**src/rtl/aes_pkg.sv**
```systemverilog
// Shared AES-128 key-schedule definitions: word type, round constants,
// RotWord and the expander FSM state encoding.
package aes_pkg;

   localparam int NR_FIXED = 10;

   typedef logic [31:0] word_t;

   localparam logic [0:0] ST_IDLE = 1'b0;
   localparam logic [0:0] ST_EMIT = 1'b1;

   localparam logic [7:0] RCON [1:10] = '{
      8'h01, 8'h02, 8'h04, 8'h08, 8'h10,
      8'h20, 8'h40, 8'h80, 8'h1b, 8'h36
   };

   function automatic word_t rot_word(input word_t w);
      return {w[23:0], w[31:24]};
   endfunction

   // Out-of-range round numbers yield zero so the unused path for round 11 stays defined.
   function automatic logic [7:0] rcon_of(input logic [3:0] r);
      if (r >= 4'd1 && r <= 4'd10) return RCON[r];
      return 8'h00;
   endfunction

endpackage

```
**src/rtl/aes_subword.sv**
```systemverilog
// SubWord: byte-wise S-box substitution of one 32-bit word.
module aes_subword
   import aes_pkg::*;
(
   input  word_t w,
   output word_t y
);

   sbox u_sbox3 (.a(w[31:24]), .y(y[31:24]));
   sbox u_sbox2 (.a(w[23:16]), .y(y[23:16]));
   sbox u_sbox1 (.a(w[15:8]),  .y(y[15:8]));
   sbox u_sbox0 (.a(w[7:0]),   .y(y[7:0]));

endmodule

```
**src/rtl/sbox.sv**
```systemverilog
// AES forward S-box: multiplicative inverse in GF(2^8) followed by the affine map.
module sbox (
   input  logic [7:0] a,
   output logic [7:0] y
);

   function automatic logic [7:0] gf_mul(input logic [7:0] x, input logic [7:0] z);
      logic [7:0] p;
      logic [7:0] m;
      p = '0;
      m = x;
      for (int i = 0; i < 8; i++) begin
         if (z[i]) p = p ^ m;
         m = {m[6:0], 1'b0} ^ (m[7] ? 8'h1b : 8'h00);
      end
      return p;
   endfunction

   // Inverse computed as a^254 through a short square-and-multiply chain; 0 maps to 0.
   logic [7:0] x2, x3, x6, x12, x15, x30, x60, x120, x240, x252, inv;

   assign x2   = gf_mul(a, a);
   assign x3   = gf_mul(x2, a);
   assign x6   = gf_mul(x3, x3);
   assign x12  = gf_mul(x6, x6);
   assign x15  = gf_mul(x12, x3);
   assign x30  = gf_mul(x15, x15);
   assign x60  = gf_mul(x30, x30);
   assign x120 = gf_mul(x60, x60);
   assign x240 = gf_mul(x120, x120);
   assign x252 = gf_mul(x240, x12);
   assign inv  = gf_mul(x252, x2);

   assign y = inv ^ {inv[6:0], inv[7]} ^ {inv[5:0], inv[7:6]}
                  ^ {inv[4:0], inv[7:5]} ^ {inv[3:0], inv[7:4]} ^ 8'h63;

endmodule

```
**src/rtl/aes128_key_expand.sv**
```systemverilog
// Iterative AES-128 key schedule: emits round keys 0..10 over a valid/ready
// stream, one key per accepted handshake, then pulses done.
module aes128_key_expand
   import aes_pkg::*;
#(
   parameter int NR = 10
) (
   input  logic         clk,
   input  logic         rst,
   input  logic         start,
   input  logic [127:0] key_in,
   output logic         busy,
   output logic         rk_valid,
   input  logic         rk_ready,
   output logic [127:0] rk,
   output logic [3:0]   rk_idx,
   output logic         done,
   output logic [0:0]   fsm_state
);

   if (NR != NR_FIXED) begin : g_nr_check
      $error("aes128_key_expand supports only NR = 10");
   end

   // Handshake: rk/rk_idx are offered while rk_valid is high and are consumed on
   // any clock edge where rk_valid && rk_ready; they hold stable otherwise.
   logic [0:0] state;
   word_t      w0, w1, w2, w3;
   word_t      rot, sub, t;
   word_t      n0, n1, n2, n3;
   logic [3:0] r_next;

   assign {w0, w1, w2, w3} = rk;
   assign rot    = rot_word(w3);
   assign r_next = rk_idx + 4'd1;

   aes_subword u_subword (.w(rot), .y(sub));

   assign t  = sub ^ {rcon_of(r_next), 24'h0};
   assign n0 = w0 ^ t;
   assign n1 = w1 ^ n0;
   assign n2 = w2 ^ n1;
   assign n3 = w3 ^ n2;

   assign fsm_state = state;

   always_ff @(posedge clk or posedge rst) begin
      if (rst) begin
         state    <= ST_IDLE;
         rk       <= '0;
         rk_idx   <= '0;
         rk_valid <= 1'b0;
         busy     <= 1'b0;
         done     <= 1'b0;
      end else begin
         done <= 1'b0;
         case (state)
            ST_IDLE: begin
               if (start) begin
                  rk       <= key_in;
                  rk_idx   <= '0;
                  rk_valid <= 1'b1;
                  busy     <= 1'b1;
                  state    <= ST_EMIT;
               end
            end
            ST_EMIT: begin
               // rk_valid is always high in this state, so rk_ready alone completes a handshake.
               if (rk_ready) begin
                  if (rk_idx == 4'(NR)) begin
                     rk_valid <= 1'b0;
                     busy     <= 1'b0;
                     done     <= 1'b1;
                     state    <= ST_IDLE;
                  end else begin
                     rk     <= {n0, n1, n2, n3};
                     rk_idx <= r_next;
                  end
               end
            end
            default: state <= ST_IDLE;
         endcase
      end
   end

endmodule

```
**config.mk**
```make
export PLATFORM = sky130hd
export DESIGN_NAME = aes128_key_expand
export DESIGN_NICKNAME = d
export VERILOG_FILES = /design/src/rtl/aes_pkg.sv /design/src/rtl/aes_subword.sv /design/src/rtl/sbox.sv /design/src/rtl/aes128_key_expand.sv
export SDC_FILE = /design/constraint.sdc
export NUM_CORES = 2
export LEC_CHECK = 0
export ABC_CLOCK_PERIOD_IN_PS = 47000
export CAP_MARGIN = 10
export CORE_UTILIZATION = 30
export DETAILED_ROUTE_END_ITERATION = 8
export PLACE_DENSITY_LB_ADDON = 0.05
export SLEW_MARGIN = 20
export SYNTH_ARGS = -nofsm -noshare
export SYNTH_HDL_FRONTEND = slang
export SYNTH_SLANG_ARGS = --single-unit
export TNS_END_PERCENT = 1
```
**constraint.sdc**
```tcl
create_clock -name clk -period 47 [get_ports clk]
set_input_delay 4.7 -clock clk [delete_from_list [all_inputs] [get_ports clk]]
set_output_delay 4.7 -clock clk [all_outputs]
set_load 0.01 [all_outputs]
```
==> metrics <==
Synth Register Bits=135; cell mode on critical path=xnor2_1; Worst slew margin=~22%; core box area=181000 um2; Area growth syn-to-layout=10.0%; Fin Clk Skew=approximately 0.026 ns; total CTS buffers=17; worst slew pin tran=between 1 and 1.5 ns; number of post-CTS setup repair buffers=0; largest net degree at the start of global routing=88; Fin Setup TNS=0 ns; Worst-Skew Late Latency=~0.53 ns; gr ovfl total=0; fin nets=6846; Ports=between 200 and 300; drt total wl=between 200000 and 250000 um; WP buf/inv=5; Mapped Nets=between 6k and 7k; drt initial violations=about 2.8k; Starting Density=a little under a third; CTS Root Cell=clkbuf_16; die area=about 180000 um2; RSZ-0062 raised after global routing=false; worst-path fanout max=25; Worst setup EP type=flip-flop; Max stage delay cell, worst path=xnor3_1; top_reg_cell synth=dfrtp_1; register clock-pin slew on the reported worst setup and hold paths=around 0.09 ns; crit share post-route=about half; vias in the first global route=~46k; Die X-Extent=between 400 and 500 um; share of cells above drive strength 1=9.25%; fmax=between 40 and 50 MHz; routed vias/inst=5.19; CTS tree=built; CP peak stage delay=about 1.1 ns; Port-buffer cells=between 200 and 300; Post-synth EDFFs=0; Unique masters post-synth=140; Post-Syn Area=54500 um2; status=completed; Post-synth ARST share=100%; initial antenna violation count=9; most frequent cells in the layout=1205 x xnor2_1, 748 x nand2_1, 715 x nor2_1; Final Setup Violations=0; commonest non-fill, non-tap cell in the layout=xnor2_1; H-tree depth=4; die height=~430 um; Syn. warnings=0; first-pass GRT wire length=a little over 300000 um; vias=around 47k; Worst Setup Start Kind=flip-flop; post-synthesis sequential area ratio=6.20%; Critical Path RT=between 40 and 50 ns; drt wl/cell=between 20 and 25 um; Longest Clk Path Bufs=2; HP Class=reg -> reg; GPL Wtd Cong=0.888; Overall Global Routing Usage=a little over a fifth; critical path type=reg -> reg; Fin. Hold Viols=0; post-DP HPWL=about 150000 um; delay-heaviest family, CP=XOR/XNOR gates; hold buffer count at cts=0; Tmin final=between 20 and 25 ns; Synth Instances=6653; Max Cap Violations=0; first drt pass iteration count=6; Avg Inst Size Synth=between 8 and 9 um2; DRC=0; # resized after CTS=0; Routed Antenna Nets=0; Arr. time, crit path=24.64 ns; Slew Limit Fails=0; total clock sinks=about 140; row count=roughly 160
-- flip-flops by register name (all words and copies together), names as in the netlist --
name	count
rk	128
done	1
rk_valid	1
rk_idx	4
fsm_state	1
-- cells by family (layout without fill, tap and decap cells) --
| family | count (synthesis) | count (layout) | share of synthesized area [%] |
|---|---|---|---|
| multiplexers | 262 | 262 | 5.04 |
| flip-flops | 135 | 135 | 6.20 |
| buffers and inverters | 564 | 605 | 5.12 |
| AO/OA/AOI/OAI | 1310 | 1310 | 16.5 |
| AND/OR/NAND/NOR | 2153 | 2153 | 17.7 |
| adder cells (fa/ha/maj) | 33 | 33 | 0.758 |
| other | 0 | 3 | 0 |
| XOR/XNOR | 2196 | 2196 | 48.7 |
-- per-stage QoR --
stage	hold WS [ns]	util (%)	instance area, um2	instances	setup WS, ns
2_1_floorplan	0.535	-	54500	6653	28.01
3_3_place_gp	0.512	32.8	59300	9032	23.38
3_5_place_dp	0.527	32.8	59300	9032	22.91
4_1_cts	0.544	33.2	59900	9064	22.76
5_1_grt	0.568	33.2	59900	9067	20.87
6_report	0.537	33.2	59900	9067	22.71
-- worst min-delay path, stage by stage (launching register included) --
cell,delay [ns]
dfrtp_1,0.38
nand2_1,0.06
o21ai_0,0.06
-- metal layers --
layer | part of all wire [%] | vias up | track usage (%)
li1 | - | 23172 | -
met1 | 44 | 22923 | 27.4
met2 | 50 | 808 | 37.6
met3 | 2.3 | 142 | 1.25
met4 | 3.6 | 4 | 7.38
met5 | 0.013 | - | 0
-- synthesized netlist by cell type (29+ instances only) --
master    instances  area share (%)
xnor2_2         114             3.4
or3_1            31            0.36
nand2b_1         50            0.57
xnor3_1         321              13
xor2_2           44             1.3
nand3_1         149             1.4
o211ai_1         55            0.76
inv_1            97            0.67
nor2b_1          57            0.65
ha_1             33            0.76
a22oi_1          53            0.73
o31ai_1          29            0.40
xnor2_1        1217              20
mux2i_1         207             3.8
xor2_1          394             6.3
nor2_1          716             4.9
buf_2           120             1.1
buf_4            64            0.88
nand2_1         750             5.2
a211oi_1         66            0.91
mux2_2           40            0.83
o21ai_1          30            0.28
nor3_1          139             1.3
o22ai_1          79            0.91
o21ai_0         263             2.4
a31oi_1          51            0.59
and3_1           42            0.48
xor3_1           46             2.0
nand4_1          35            0.40
and2_1           39            0.45
a21oi_1         291             2.7
clkbuf_1        194             1.3
dfrtp_1         135             6.2
-- final timing paths --
kind,startpoint,endpoint,slack (ns),cells past startpoint
max,rk[6]$_DFFE_PP0P_,rk[15]$_DFFE_PP0P_,22.71,66
min,rk[100]$_DFFE_PP0P_,rk[100]$_DFFE_PP0P_,0.54,2
max reg2reg,rk[6]$_DFFE_PP0P_,rk[15]$_DFFE_PP0P_,22.71,66
min reg2reg,rk[100]$_DFFE_PP0P_,rk[100]$_DFFE_PP0P_,0.54,2
max in group asynchronous,rst,fsm_state$_DFF_PP0_,40.43,4
min in group asynchronous,rst,rk[1]$_DFFE_PP0P_,4.52,2
-- layout make-up --
type / count / area (um2)
antenna: 3 / 7.51
clock buffer: 17 / 425
clock inverter: 15 / 186
fill: 18990 / 121000
inverter: 129 / 489
multi-input combinational: 5954 / 48500
sequential: 135 / 3380
tap: 2370 / 2970
timing repair buffer: 444 / 4000
Power is not shown: default switching activity piles up to over one toggle a cycle in this logic, so the estimate is an artifact.
